### src/rtl/pc_pkg.sv
// rtl/pc_pkg.sv - shared command encoding and width helpers for the program sequencer
package pc_pkg;

    typedef enum logic [2:0] {
        CMD_HOLD,
        CMD_INC,
        CMD_BRANCH,
        CMD_LOAD,
        CMD_CALL,
        CMD_RET
    } pc_cmd_e;

    localparam int DEFAULT_PC_WIDTH     = 8;
    localparam int DEFAULT_OFFSET_WIDTH = 8;
    localparam int DEFAULT_STACK_DEPTH  = 4;

    // Level counter must represent 0..DEPTH inclusive
    function automatic int level_width(input int depth);
        return $clog2(depth) + 1;
    endfunction

    function automatic int addr_width(input int depth);
        return $clog2(depth);
    endfunction

    // Return has highest priority; only one command is issued per cycle
    function automatic pc_cmd_e encode_cmd(
        input logic ret,
        input logic call,
        input logic load,
        input logic branch,
        input logic inc
    );
        if (ret)         return CMD_RET;
        else if (call)   return CMD_CALL;
        else if (load)   return CMD_LOAD;
        else if (branch) return CMD_BRANCH;
        else if (inc)    return CMD_INC;
        else             return CMD_HOLD;
    endfunction

endpackage

### src/rtl/pc_return_stack.sv
// rtl/pc_return_stack.sv - return-address LIFO; silently ignores push when full and pop when empty
module pc_return_stack
    import pc_pkg::*;
#(
    parameter int WIDTH = DEFAULT_PC_WIDTH,
    parameter int DEPTH = DEFAULT_STACK_DEPTH,
    parameter int LW    = level_width(DEPTH)
) (
    input  logic             clk,
    input  logic             reset,
    input  logic             push,
    input  logic             pop,
    input  logic [WIDTH-1:0] din,
    output logic [WIDTH-1:0] dout,
    output logic [LW-1:0]    level,
    output logic             full,
    output logic             empty
);

    localparam int AW = addr_width(DEPTH);

    logic [WIDTH-1:0] mem [DEPTH];
    logic [AW-1:0]    wr_idx;
    logic [AW-1:0]    rd_idx;
    logic             do_push;
    logic             do_pop;

    assign full    = (level == LW'(DEPTH));
    assign empty   = (level == '0);
    assign do_push = push && !full;
    assign do_pop  = pop && !empty;

    // Write slot is the current level; top entry sits one below it
    assign wr_idx = level[AW-1:0];
    assign rd_idx = AW'(level - LW'(1));
    assign dout   = mem[rd_idx];

    always_ff @(posedge clk or posedge reset) begin
        if (reset) begin
            level <= '0;
        end else if (do_push) begin
            level <= level + LW'(1);
        end else if (do_pop) begin
            level <= level - LW'(1);
        end
    end

    // Contents are don't-care after reset, so the array carries no reset
    always_ff @(posedge clk) begin
        if (do_push) begin
            mem[wr_idx] <= din;
        end
    end

endmodule

### src/rtl/program_sequencer.sv
// rtl/program_sequencer.sv - fetch program counter with branch/call/return; PC_STACK_TOP_EN adds stack_top
module program_sequencer
    import pc_pkg::*;
#(
    parameter int                  PC_WIDTH     = DEFAULT_PC_WIDTH,
    parameter int                  OFFSET_WIDTH = DEFAULT_OFFSET_WIDTH,
    parameter int                  STACK_DEPTH  = DEFAULT_STACK_DEPTH,
    parameter logic [PC_WIDTH-1:0] RESET_VECTOR = '0
) (
    input  logic                              clk,
    input  logic                              reset,
    input  logic                              stall,
    input  logic                              LoadPC,
    input  logic                              IncPC,
    input  logic                              BranchPC,
    input  logic                              CallPC,
    input  logic                              RetPC,
    input  logic [PC_WIDTH-1:0]               new_count,
    input  logic [OFFSET_WIDTH-1:0]           offset,
    output logic [PC_WIDTH-1:0]               count,
    output logic [level_width(STACK_DEPTH)-1:0] stack_level,
    output logic                              stack_full,
    output logic                              stack_empty,
    output logic                              stack_ovf,
`ifdef PC_STACK_TOP_EN
    output logic [PC_WIDTH-1:0]               stack_top,
`endif
    output logic                              stack_unf
);

    pc_cmd_e               cmd;
    logic [PC_WIDTH-1:0]   next_count;
    logic [PC_WIDTH-1:0]   count_inc;
    logic [PC_WIDTH-1:0]   offset_ext;
    logic [PC_WIDTH-1:0]   stk_dout;
    logic                  stk_push;
    logic                  stk_pop;

    // Stall masks every request so nothing downstream can change
    assign cmd = stall ? CMD_HOLD : encode_cmd(RetPC, CallPC, LoadPC, BranchPC, IncPC);

    assign count_inc  = count + PC_WIDTH'(1);
    assign offset_ext = PC_WIDTH'($signed(offset));

    assign stk_push = (cmd == CMD_CALL) && !stack_full;
    assign stk_pop  = (cmd == CMD_RET) && !stack_empty;

    pc_return_stack #(
        .WIDTH (PC_WIDTH),
        .DEPTH (STACK_DEPTH)
    ) u_stack (
        .clk   (clk),
        .reset (reset),
        .push  (stk_push),
        .pop   (stk_pop),
        .din   (count_inc),
        .dout  (stk_dout),
        .level (stack_level),
        .full  (stack_full),
        .empty (stack_empty)
    );

    always_comb begin
        next_count = count;
        case (cmd)
            CMD_INC:    next_count = count_inc;
            CMD_BRANCH: next_count = count + offset_ext;
            CMD_LOAD:   next_count = new_count;
            CMD_CALL:   if (!stack_full)  next_count = new_count;
            CMD_RET:    if (!stack_empty) next_count = stk_dout;
            default:    next_count = count;
        endcase
    end

    always_ff @(posedge clk or posedge reset) begin
        if (reset) begin
            count     <= RESET_VECTOR;
            stack_ovf <= 1'b0;
            stack_unf <= 1'b0;
        end else begin
            count <= next_count;
            if ((cmd == CMD_CALL) && stack_full) begin
                stack_ovf <= 1'b1;
            end
            if ((cmd == CMD_RET) && stack_empty) begin
                stack_unf <= 1'b1;
            end
        end
    end

`ifdef PC_STACK_TOP_EN
    assign stack_top = stack_empty ? '0 : stk_dout;
`endif

endmodule
### config.mk
export PLATFORM = sky130hd
export DESIGN_NAME = program_sequencer
export DESIGN_NICKNAME = d
export VERILOG_FILES = /design/src/rtl/pc_pkg.sv /design/src/rtl/pc_return_stack.sv /design/src/rtl/program_sequencer.sv
export SDC_FILE = /design/constraint.sdc
export NUM_CORES = 1
export LEC_CHECK = 0
export CAP_MARGIN = 20
export CORE_AREA = 4 4 92 94
export DETAILED_ROUTE_END_ITERATION = 10
export DIE_AREA = 0 0 96 98
export GPL_TIMING_DRIVEN = 0
export PLACE_DENSITY = 0.67
export SYNTH_ARGS = -nofsm -noshare
export SYNTH_HDL_FRONTEND = slang
export SYNTH_HIERARCHICAL = 1
export SYNTH_SLANG_ARGS = --single-unit
export TNS_END_PERCENT = 1
### constraint.sdc
create_clock -name clk -period 4.8 [get_ports clk]
set_input_delay 0.96 -clock clk [delete_from_list [all_inputs] [get_ports clk]]
set_output_delay 0.96 -clock clk [all_outputs]
set_load 0.005 [all_outputs]
Yosys cells after proc, flatten, opt, wreduce, memory -nomap -nowiden. Memory sizes are Yosys's and may differ from the RTL's. Cells that the tools add are included.

Bits in read-only memories: 0. Logic and storage cells: 42. Latch bits: 0. Memories kept: 1. Bits in writable memories: 32. Output and inout port bits: 15. Bits in registers: 13. Bits of input ports: 24.

Multiply operators: 0. Reduce and logical (&&, ||, !) cells: 12. Div/mod/pow operators: 0. Shifts and indexed selects: 0. Equal/unequal tests: 8. Add/subtract/negate cells: 4. Bitwise gates (word level): 0. Multiplexer cells: 13. $lt $le $gt $ge: 0.

Memory list: u_stack.mem (depth 4, bits a word 8, rd ports 1, clocked after Yosys merged registers in 0, write ports 1, RTL line pc_return_stack.sv:22) `logic [WIDTH-1:0] mem [DEPTH];`.

Operators with widths (number): $pmux 8 s5 (1); $mux 8 (2); $mux 3 (5); $eq 3x3->1 const B (3); $add 8x1->8 const B (1); $add 8x8->8 (1); $eq 3x2->1 const B (2); $logic_and 1x1->1 (6); $reduce_bool 5->1 (1); $mux 2 (2); $ne 2x2->1 const B (2); $add 3x1->3 const B (1); $eq 3x1->1 const B (1); $logic_not 3->1 (1); $mux 1 (3); $reduce_and 3->1 (1); $sub 3x1->3 const B (1); $logic_not 1->1 (2); $reduce_bool 2->1 (1).

Longest topological paths before layout. Gate-level depths: netlist of the first run.

Depth in word-level cells: 11. Depth in mapped cells: 9. Gate-level depth less buffers: 7.

Modules after synthesis. The synthesis of the first run kept the hierarchy.

By module, submodules not included: pc_return_stack (area each 1453.9 um2, instances 1, seq. area each 1036.0 um2, cells each 74); program_sequencer (area each 1186.1 um2, instances 1, seq. area each 250.2 um2, cells each 142).

Worst setup path after synthesis of the first run. Ideal clock, no wire load.

Kind: in2reg. Start point: input offset[0]. End point: register count[6]. Path buffers: 0. Required time: 4.708 ns. Setup slack: 2.166 ns. Setup time: 0.092 ns. Arrival time: 2.542 ns. Stages on the path: 7. Cells stage by stage: ha_1 fa_1 a211oi_1 o21ai_0 and3_1 o31a_1 o31ai_2.

Word-level cells in the longest chain between the ends: 2.

RTL lines: start, declared (RTL line program_sequencer.sv:19) `input logic [OFFSET_WIDTH-1:0] offset,`; $add 8x8->8 (RTL line program_sequencer.sv:67) `CMD_BRANCH: next_count = count + offset_ext;`; $pmux 8 s5 (RTL line program_sequencer.sv:65) `case (cmd)`; end signal, assigned (RTL line program_sequencer.sv:81) `count <= next_count;`; end, declared (RTL line program_sequencer.sv:20) `output logic [PC_WIDTH-1:0] count,`.

No other way between the ends. A chain may end at the register's enable or synchronous reset.

Final worst setup path of the first run.
Start point: register u_stack.level[0]. End point: output stack_empty.

Word-level cells in the longest chain between the ends: 1.

RTL lines: start, declared (RTL line pc_return_stack.sv:15) `output logic [LW-1:0] level,`; start signal, assigned (RTL line pc_return_stack.sv:42) `level <= level + LW'(1);`; start signal, assigned (RTL line pc_return_stack.sv:44) `level <= level - LW'(1);`; $logic_not 3->1 (RTL line pc_return_stack.sv:29) `assign empty = (level == '0);`; end, declared (RTL line program_sequencer.sv:23) `output logic stack_empty,`.

No other way between the ends.

==> parameters.txt, run 1 <==
Parameter                              Value

Min path
  Class of the most critical hold timing path ... register to register

Yosys
  Unique masters post-synth ... 53
  Total of flip-flops plus latches after synthesis ... 45
  Number of enable flip-flop cells after synthesis ... 32
  Gate count of the mapped netlist ... 216
  Netlist Area Pre-Place ... 0.00264 mm²
  Average footprint of a synthesized cell ... 12.2 µm²
  Sequential share of the synthesized area ... 0.487
  Synthesis warning total ... 6
  Synth async-reset ratio ... 0.289
  Primary FF master, synth ... edfxtp_1
  Synthesized Nets ... 255

Critical path
  Worst-path cell with the longest stage delay ... clkdlybuf4s50_1
  Arrival time reported for the critical path endpoint ... 2070 ps
  Max incr delay on CP ... 550 ps
  Worst Setup Start Kind ... register
  Critical path buffer and inverter count ... 3
  Worst path top cell family by delay ... buffers and inverters
  Largest fanout on the critical path ... 10
  Sequence of cells on the critical path ... buf_4, inv_1, ha_1, ha_1, clkdlybuf4s50_1
  Library cell appearing most often on the critical path ... ha_1
  Type of destination of the critical path ... output pin
  CP Data Required Time ... 3840 ps
  Path type of the worst setup path ... register to output pin

Die
  Die Outline Area ... 0.00941 mm²
  Starting density of the core ... 0.345
  Cell Rows ... 32
  Floorplan core area ... 0.00765 mm²
  Io pins ... 39
  Die height ... 98 µm
  X dimension of the die ... 96 µm

Power and ir drop
  VDD IR max ... 0.222 mV
  Post-layout power ... 1.75 mW
  Cell leakage power ... 1.22 nW
  Total power per unit cell area ... 539 mW/mm²

STA
  Setup repair after global routing missed its margin ... no
  Relative slew margins ... 0.627
  Final-report max-slew violation count ... 0
  Fmax ... 330 MHz
  Worst hold margin ... 461 ps
  Number of hold violations in the final report ... 0
  Worst-Margin Slew ... 558 ps
  Tmin final ... 3030 ps
  Worst clock skew ... 9.34 ps
  Share of the cycle needed by the critical path after routing ... 0.631
  Setup violations, final ... 0
  Sum Neg Setup Slack ... 0 ps

Global routing
  Via count of the first global-routing pass ... 1884
  Number of antenna violations at the first check in global routing ... 0
  Overflow left after global routing ... 0
  Global-route wire length before repair ... 9890 µm
  Largest net degree at the start of global routing ... 15
  Overall global routing resource usage ... 0.137

Run status
  Outcome ... complete, no violations

Clocking
  Post-cts resize count ... 0
  CTS sink cnt ... 45
  Number of buffers inserted for hold repair after clock tree synthesis ... 0
  Cell at the root of the clock tree ... clkbuf_8
  CTS tree ... done
  Clock insertion delay at the later pin of the skew report ... 300 ps
  Total clock buffers created by CTS ... 5
  Post-CTS setup-driven buffer insertion count ... 0
  Maximum clock path buffer count ... 2
  Clock slew at the register clock pins of the worst setup and hold paths ... 80 ps
  CTS H-tree depth ... 2

Placement
  GPL Wtd Cong ... 0.777
  HPWL reported at the end of detailed placement ... 4700 µm
  Port-buffer cells ... 37

Route
  DRC violations left ... 0
  Antenna Nets Post-Route ... 0
  Routed Wire Length ... 6210 µm
  Average detailed-routed wire length per instance ... 17.1 µm
  Router iterations before antenna repair ... 4
  Vias after detailed routing ... 1902
  Vias per Instance ... 5.24
  Number of DRC violations after detailed-routing iteration 0 ... 118

Cells and area
  Final design utilization ... 0.425
  Net count, final ... 299
  Count of inserted antenna diode cells ... 0
  Ratio of cells with drive above 1 in the final layout ... 0.149
  Area overhead of the layout relative to synthesis ... 23.0%

Run
  Number of maximum-capacitance violations ... 0
flip-flops by register name, summed over array words and instances (netlist names):
register,cells
stack_unf,1
stack_ovf,1
u_stack/mem,32
u_stack/level,3
count,8
worst register-to-register path, delay by kind of cell, from the launching register on:
kind | cells | cell delay (ps)
AOI/OAI and AO/OA | 1 | 220
DFF | 1 | 410
adders and majority gates | 1 | 240
buffers and inverters | 3 | 520
and+or+nand+nor | 3 | 750
cells by family (layout without fill, tap and decap cells):
family	count (synthesis)	in the layout	synth area share
buffers and inverters	24	69	0.0464
and+or+nand+nor	55	55	0.116
DFF	45	45	0.487
adders and majority gates	15	15	0.0739
xor gates and xnor gates	12	12	0.0398
muxes	8	8	0.0682
AOI/OAI and AO/OA	57	57	0.168
Yosys cell counts (2+ instances only):
cell      count  area [µm²]
a221oi_1      2        17.5
buf_6         3        33.8
nor2b_1       6        37.5
buf_2         5        25.0
nor4_1        2        12.5
nand3b_1      3        22.5
or3_1         2        12.5
a21o_1        5        37.5
o211ai_1      2        15.0
nand2_1      10        37.5
and3_1        5        31.3
o21ai_1       6        30.0
mux4_2        8         180
dfrtp_1      13         325
and2_2        5        37.5
ha_1         14         175
inv_1        15        56.3
a211oi_2      2        25.0
xnor2_1       7        61.3
a22oi_1       2        15.0
o32ai_1       2        17.5
a21oi_1      12        60.1
o21ai_0       6        30.0
nand3_1       5        25.0
xor2_1        5        43.8
edfxtp_1     32         961
o221ai_1      2        17.5
nor2_1        8        30.0
a211oi_1      2        15.0
nand2b_1      2        12.5
through the flow:
step / worst slack (ps) / std cells / instance area, µm²
6_report: 1770 / 363 / 3250
5_1_grt: 1620 / 363 / 3250
4_1_cts: 1730 / 363 / 3250
3_5_place_dp: 1560 / 355 / 3140
3_3_place_gp: 1580 / 355 / 3140
2_1_floorplan: 2170 / 216 / 2640
power breakdown:
part	switching, mW	internal (mW)	total, mW	leakage (nW)
logic	0.414	0.423	0.837	0.723
registers	0.0883	0.542	0.630	0.446
clock network	0.131	0.153	0.284	0.0518
total	0.633	1.12	1.75	1.22
final timing paths:
path                                                    from                            to  slack [ps]  cells past startpoint
worst min register to register         stack_ovf$_DFFE_PP0P_         stack_ovf$_DFFE_PP0P_         460                      1
min in group asynchronous                              reset  u_stack/level[2]$_DFFE_PP0P_         870                      2
worst max register to register  u_stack/level[0]$_DFFE_PP0P_   u_stack/mem[1][5]$_DFFE_PP_        2340                      8
worst max-delay path            u_stack/level[0]$_DFFE_PP0P_                   stack_empty        1770                      5
worst min-delay path                   stack_ovf$_DFFE_PP0P_         stack_ovf$_DFFE_PP0P_         460                      1
max in group asynchronous                              reset          count[6]$_DFFE_PP0P_        3520                      2
area by class of cell:
class,instances,area (µm²)
tap,102,128
clock buffer,5,68.8
fill,714,4400
clock inverter,3,41.3
buffer,9,66.3
inverter,15,56.3
sequential,45,1290
multi-input combinational,147,1230
timing repair buffer,37,370
metal layers:
metal | up-vias | share of wire | track usage
li1 | 909 | - | -
met5 | - | 0 | 0
met3 | 7 | 0.046 | 0.0293
met2 | 46 | 0.46 | 0.211
met4 | 0 | 0.0092 | 0.0295
met1 | 940 | 0.48 | 0.199
placed cells by master, fill, tap and decap left out, drive strengths merged, types with 6 or more instances in the layout:
| cell type | count |
|---|---|
| a21oi | 13 |
| nor2 | 8 |
| buf | 9 |
| inv | 15 |
| edfxtp | 32 |
| o21ai | 12 |
| nand2 | 10 |
| dfrtp | 13 |
| ha | 14 |
| mux4 | 8 |
| and2 | 6 |
| clkdlybuf4s50 | 37 |
| nor2b | 6 |
| xnor2 | 7 |
No activity file was read; power rests on OpenSTA's default activity.
==> run 2, diff against run 1 <==
- PLACE_DENSITY: 0.67 -> 0.69
- clock period: 4.8 -> 2.49 ns (I/O delays scaled with it)
==> run 2 against run 1 <==
Worst hold slack got worse by 33 ps. Die area is the same. Critical path type is now input pin to register. Utilization grew 0.16 points.
==> parameters.txt, run 2 (synthesis results as in run 1) <==
Parameter                              Value

Route
  Vias per Instance ... 5.23 (was 5.24)
  Router iterations before antenna repair ... 4 (unchanged)
  Antenna Nets Post-Route ... 0 (unchanged)
  Average detailed-routed wire length per instance ... 16.7 µm (was 17.1 µm)
  DRC violations left ... 0 (unchanged)
  Vias after detailed routing ... 1905 (was 1902)
  Routed Wire Length ... 6090 µm (was 6210 µm)
  Number of DRC violations after detailed-routing iteration 0 ... 76 (was 118)

Power and ir drop
  Cell leakage power ... 1.22 nW (about the same)
  Proportion of total power due to net switching ... 0.365 (was 0.362)
  Net switching component of the power ... 1.21 mW (was 0.633 mW)
  Internal cell power ... 2.11 mW (was 1.12 mW)
  Relative contribution of combinational cells to total power ... 0.502 (was 0.478)
  Relative contribution of the clock network to total power ... 0.130 (was 0.162)
  Sequential Power Share ... 0.368 (was 0.360)
  VDD IR max ... 0.385 mV (was 0.222 mV)
  Total power per unit cell area ... 1020 mW/mm² (was 539 mW/mm²)

Critical path
  Reg2Reg Launch Point ... u_stack/level[0]$_DFFE_PP0P_ (unchanged)
  Path type of the worst setup path ... input pin to register (was register to output pin)
  CP Data Required Time ... 2700 ps (was 3840 ps)
  Slack of the worst reg-to-reg path ... 230 ps (was 2340 ps)
  Critical path startpoint ... offset[0] (was u_stack/level[0]$_DFFE_PP0P_)
  Arrival time reported for the critical path endpoint ... 2590 ps (was 2070 ps)
  Type of destination of the critical path ... register (was output pin)
  Worst Setup Start Kind ... input pin (was register)
  Largest fanout on the critical path ... 3 (was 10)

STA
  Final-report max-slew violation count ... 0 (unchanged)
  Worst hold margin ... 428 ps (was 461 ps)
  Relative slew margins ... 0.597 (was 0.627)
  Worst-Margin Slew ... 602 ps (was 558 ps)
  Setup repair after global routing missed its margin ... no (unchanged)
  Setup violations, final ... 0 (unchanged)
  Fmax ... 420 MHz
  Share of the cycle needed by the critical path after routing ... 0.955
  Worst clock skew ... 7.00 ps (was 9.34 ps)
  Tmin final ... 2380 ps
  Number of hold violations in the final report ... 0 (unchanged)

Cells and area
  Commonest cells after routing, fill and taps aside ... clkdlybuf4s50_1 (37), edfxtp_1 (32), inv_1 (14) (was clkdlybuf4s50_1 (37), edfxtp_1 (32), inv_1 (15))
  Largest register by flop count ... u_stack/mem (unchanged)
  Ratio of cells with drive above 1 in the final layout ... 0.179 (was 0.149)
  Net count, final ... 300 (was 299)
  Top Registers ... u_stack/mem (32), count (8), u_stack/level (3) (unchanged)
  Most common cell after layout, fill and taps aside ... clkdlybuf4s50_1 (unchanged)
  Fill cell total of the finished layout ... 696 (was 714)
  Final design utilization ... 0.426 (was 0.425)
  Flip-flop count of the largest register after layout ... 32 (unchanged)
  Area overhead of the layout relative to synthesis ... 23.5% (was 23.0%)
  Count of inserted antenna diode cells ... 0 (unchanged)

Clocking
  Number of buffers inserted for hold repair after clock tree synthesis ... 0 (unchanged)
  CTS tree ... done (unchanged)
  CTS H-tree depth ... 2 (unchanged)
  Cell at the root of the clock tree ... clkbuf_8 (unchanged)
  Maximum clock path buffer count ... 2 (unchanged)
  Clock slew at the register clock pins of the worst setup and hold paths ... 80 ps (about the same)
  Clock insertion delay at the later pin of the skew report ... 300 ps (about the same)
  CTS sink cnt ... 45 (unchanged)
  Total clock buffers created by CTS ... 5 (unchanged)

Placement
  GPL Wtd Cong ... 0.808 (was 0.777)
  Port-buffer cells ... 37 (unchanged)
  HPWL reported at the end of detailed placement ... 4590 µm (was 4700 µm)

Die
  Floorplan core area ... 0.00765 mm² (unchanged)
  Io pins ... 39 (unchanged)
  Die Outline Area ... 0.00941 mm² (unchanged)
  X dimension of the die ... 96 µm (unchanged)
  Die height ... 98 µm (unchanged)
  Starting density of the core ... 0.345 (unchanged)
  Cell Rows ... 32 (unchanged)

Global routing
  Largest net degree at the start of global routing ... 14 (was 15)
  Via count of the first global-routing pass ... 1999 (was 1884)
  Overflow left after global routing ... 0 (unchanged)
  Number of antenna violations at the first check in global routing ... 0 (unchanged)
  Global-route wire length before repair ... 9850 µm (was 9890 µm)
  Overall global routing resource usage ... 0.136 (was 0.137)

Min path
  Class of the most critical hold timing path ... input pin to asynchronous set/reset pin (was register to register)

Run
  Number of maximum-capacitance violations ... 0 (unchanged)

Run status
  Outcome ... complete, no violations (unchanged)
==> run 2: path summary, 6_finish.rpt <==
kind | to | cells past startpoint
max | count[6]$_DFFE_PP0P_ | 8
min | u_stack/level[2]$_DFFE_PP0P_ | 2
min reg2reg | stack_unf$_DFFE_PP0P_ | 1
min in group clk | stack_unf$_DFFE_PP0P_ | 1
max in group asynchronous | count[6]$_DFFE_PP0P_ | 2
max reg2reg | count[0]$_DFFE_PP0P_ | 9
==> run 2: through the flow <==
step / instance area (µm²) / total power [mW] / setup slack [ps] / instances / setup TNS (ps)
after global placement: 3140 / 2.80 / -253 / 355 / -6230
after floorplan: 2640 / 2.26 / 318 / 216 / 0
after CTS: 3240 / 3.32 / 9.39 / 363 / 0
final: 3260 / 3.32 / 112 / 364 / 0
after global routing: 3260 / 3.57 / 16.8 / 364 / 0
after detailed placement: 3140 / 2.84 / -288 / 355 / -7600
==> run 2: worst max-delay path, stage by stage <==
cell             delay, ps
clkdlybuf4s50_1        410
ha_1                   230
fa_2                   380
a211oi_1               270
o21ai_1                130
and3_1                 180
o31a_1                 280
o31ai_2                210
==> run 2: timing repair <==
| item | CTS | global route |
|---|---|---|
| buffers inserted | 0 | 1 |
| gates cloned | 0 | 0 |
| gates resized for setup | 5 | 7 |
| setup endpoints to repair | 2 | 30 |
==> run 2: routing by layer <==
layer,track usage,wire length (µm),vias up
met3,0.0293,401,7
met5,0,0,-
li1,-,-,904
met4,0.0449,72,0
met2,0.211,2870,58
met1,0.189,2750,936
==> run 2: layout make-up <==
cell class	count	area [µm²]	area share
buffer	9	73.8	0.0226
clock buffer	6	72.6	0.0223
clock inverter	2	10.0	0.00307
inverter	15	56.3	0.0173
multi-input combinational	147	1250	0.385
sequential	45	1290	0.395
tap	102	128	0.0391
timing repair buffer	38	378	0.116
==> run 2: power groups by stage <==
stage	clock (mW)	sequential [mW]	combinational [mW]
2_1_floorplan	0	1.20	1.07
3_3_place_gp	0	1.23	1.57
3_5_place_dp	0	1.24	1.60
4_1_cts	0.446	1.23	1.65
5_1_grt	0.473	1.25	1.85
6_report	0.431	1.22	1.66
==> run 3, diff against run 2 <==
- DONT_BUFFER_PORTS: not set -> 1
- PLACE_DENSITY: 0.69 -> 0.62
==> run 3 against run 2 <==
First-iteration DRC count grew 87%. Clock power is essentially flat. Worst setup slack lost 8.5 ps. Power shrank 9.1%. Combinational power shrank 20%. Critical path depth shrank 1. Critical path type is now register to register. Largest power group unchanged. Highest routed layer unchanged.
==> parameters.txt, run 3 (synthesis results as in run 1) <==
Parameter                              Value

Run status
  Outcome ... complete, no violations (unchanged)

Clocking
  Cell at the root of the clock tree ... clkbuf_8 (unchanged)
  CTS sink cnt ... 45 (unchanged)
  CTS H-tree depth ... 2 (unchanged)
  Maximum clock path buffer count ... 2 (unchanged)
  CTS tree ... done (unchanged)
  Clock insertion delay at the later pin of the skew report ... 300 ps (about the same)
  Total clock buffers created by CTS ... 5 (unchanged)
  Post-CTS setup-driven buffer insertion count ... 0 (unchanged)
  Clock slew at the register clock pins of the worst setup and hold paths ... 90 ps (was 80 ps)

Placement
  HPWL reported at the end of detailed placement ... 4550 µm (was 4590 µm)
  Placed instance area ... 0.00277 mm² (was 0.00314 mm²)
  Worst setup slack before clock tree synthesis ... 36.5 ps (was -288 ps)
  GPL Wtd Cong ... 0.802 (was 0.808)
  Port-buffer cells ... 0 (was 37)

Route
  Number of DRC violations after detailed-routing iteration 0 ... 142 (was 76)
  Antenna Nets Post-Route ... 0 (unchanged)
  Routed Wire Length ... 5960 µm (was 6090 µm)
  Router iterations before antenna repair ... 4 (unchanged)
  DRC violations left ... 0 (unchanged)
  Vias per Instance ... 5.40 (was 5.23)
  Vias after detailed routing ... 1776 (was 1905)
  Average detailed-routed wire length per instance ... 18.1 µm (was 16.7 µm)

Cells and area
  Net count, final ... 263 (was 300)
  Most common cell after layout, fill and taps aside ... edfxtp_1 (was clkdlybuf4s50_1)
  Flip-flop count of the largest register after layout ... 32 (unchanged)
  Post-layout instance area ... 0.00288 mm² (was 0.00326 mm²)
  Commonest cells after routing, fill and taps aside ... edfxtp_1 (32), inv_1 (15), ha_1 (14) (was clkdlybuf4s50_1 (37), edfxtp_1 (32), inv_1 (14))
  Top Registers ... u_stack/mem (32), count (8), u_stack/level (3) (unchanged)
  Largest register by flop count ... u_stack/mem (unchanged)
  Ratio of cells with drive above 1 in the final layout ... 0.187 (was 0.179)
  Area overhead of the layout relative to synthesis ... 9.19% (was 23.5%)

Min path
  Class of the most critical hold timing path ... input pin to asynchronous set/reset pin (unchanged)

STA
  Setup violations, final ... 0 (unchanged)
  Final-report max-slew violation count ... 0 (unchanged)
  Worst clock skew ... 8.28 ps (was 7.00 ps)
  Relative slew margins ... 0.557 (was 0.597)
  Tmin final ... 2390 ps (was 2380 ps)
  Worst-Margin Slew ... 662 ps (was 602 ps)
  Number of hold violations in the final report ... 0 (unchanged)
  Sum Neg Setup Slack ... 0 ps (unchanged)
  Setup repair after global routing missed its margin ... yes (was no)
  Fmax ... 419 MHz (was 420 MHz)
  Final setup slack of the worst path ... 103 ps (was 112 ps)
  Share of the cycle needed by the critical path after routing ... 0.959 (was 0.955)

Global routing
  Overall global routing resource usage ... 0.134 (was 0.136)
  Global-route wire length before repair ... 9640 µm (was 9850 µm)
  Largest net degree at the start of global routing ... 14 (unchanged)
  Overflow left after global routing ... 0 (unchanged)
  Number of antenna violations at the first check in global routing ... 2 (was 0)
  Via count of the first global-routing pass ... 1822 (was 1999)

Critical path
  Type of destination of the critical path ... register (unchanged)
  Reg2Reg Launch Point ... count[0]$_DFFE_PP0P_ (was u_stack/level[0]$_DFFE_PP0P_)
  Max incr delay on CP ... 480 ps (was 410 ps)
  Slack of the worst reg-to-reg path ... 100 ps (was 230 ps)
  Reg2reg path depth ... 7 (was 9)
  Arrival time reported for the critical path endpoint ... 2600 ps (was 2590 ps)
  Largest fanout on the critical path ... 7 (was 3)
  CP Data Required Time ... 2700 ps (about the same)
  Path type of the worst setup path ... register to register (was input pin to register)
  Sequence of cells on the critical path ... ha_1, fa_1, a211oi_1, o21ai_0, and3_1, o31a_1, o31ai_2 (was clkdlybuf4s50_1, ha_1, fa_2, a211oi_1, o21ai_1, and3_1, o31a_1, o31ai_2)
  Worst-path cell with the longest stage delay ... dfrtp_2 (was clkdlybuf4s50_1)
  Destination of the worst register-to-register timing path ... count[6]$_DFFE_PP0P_ (was count[0]$_DFFE_PP0P_)
  Worst Setup Start Kind ... register (was input pin)

Die
  Cell Rows ... 32 (unchanged)
  Die Outline Area ... 0.00941 mm² (unchanged)
  Starting density of the core ... 0.345 (unchanged)
  Floorplan core area ... 0.00765 mm² (unchanged)
  Die height ... 98 µm (unchanged)
  X dimension of the die ... 96 µm (unchanged)
  Io pins ... 39 (unchanged)

Run
  Number of maximum-capacitance violations ... 0 (unchanged)

Power and ir drop
  VDD IR max ... 0.323 mV (was 0.385 mV)
  Total power per unit cell area ... 1050 mW/mm² (was 1020 mW/mm²)
  Cell leakage power ... 1.07 nW (was 1.22 nW)
  Post-layout power ... 3.01 mW (was 3.32 mW)
-- run 3: power by group --
part,switching (mW),total [mW],internal (mW)
logic,0.718,1.33,0.613
registers,0.203,1.25,1.05
clock network,0.243,0.432,0.189
total,1.16,3.01,1.85
-- run 3: how the worst max path moves through the flow --
stage / from / endpoint
4_1_cts: u_stack/level[0]$_DFFE_PP0P_ / u_stack/mem[1][0]$_DFFE_PP_
2_1_floorplan: offset[0] / count[6]$_DFFE_PP0P_
3_3_place_gp: u_stack/level[0]$_DFFE_PP0P_ / u_stack/mem[1][1]$_DFFE_PP_
3_5_place_dp: u_stack/level[0]$_DFFE_PP0P_ / u_stack/mem[2][1]$_DFFE_PP_
6_report: count[0]$_DFFE_PP0P_ / count[6]$_DFFE_PP0P_
5_1_grt: u_stack/level[0]$_DFFE_PP0P_ / u_stack/mem[2][6]$_DFFE_PP_
-- run 3: worst max-delay path, delay by kind of cell, from the launching register on --
kind | cells | cell delay, ps
AOI/OAI and AO/OA | 4 | 940
DFF | 1 | 480
and+or+nand+nor | 1 | 200
adders and majority gates | 2 | 690
-- run 3: through the flow --
stage               cells  hold WS, ps  utilization
floorplan             216          252            -
global placement      318          258        0.362
detailed placement    318          270        0.362
CTS                   327         64.7        0.374
global route          329         81.8        0.377
finish                329         66.4        0.377
-- run 3: metal layers --
| metal | GRT usage | vias to the layer above | wire [µm] |
|---|---|---|---|
| li1 | - | 834 | - |
| met1 | 0.191 | 874 | 2770 |
| met2 | 0.195 | 56 | 2670 |
| met3 | 0.0478 | 12 | 466 |
| met4 | 0.0274 | 0 | 61 |
| met5 | 0 | - | 0 |
-- run 3: layout make-up --
type	count	area, µm²
fillers	743	4760
repair buffers	1	10.0
multi-input cells	147	1240
well taps	102	128
clock buffers	5	68.8
clock inverters	3	12.5
flip-flops and latches	45	1290
plain buffers	9	70.1
inverters	15	56.3
diodes	2	5.00
-- run 3: repair_timing --
item                                   CTS  global route
hold buffers                             1             0
setup endpoints to repair                0            38
gates resized for setup                  0             5
endpoints found under the hold margin    3             0
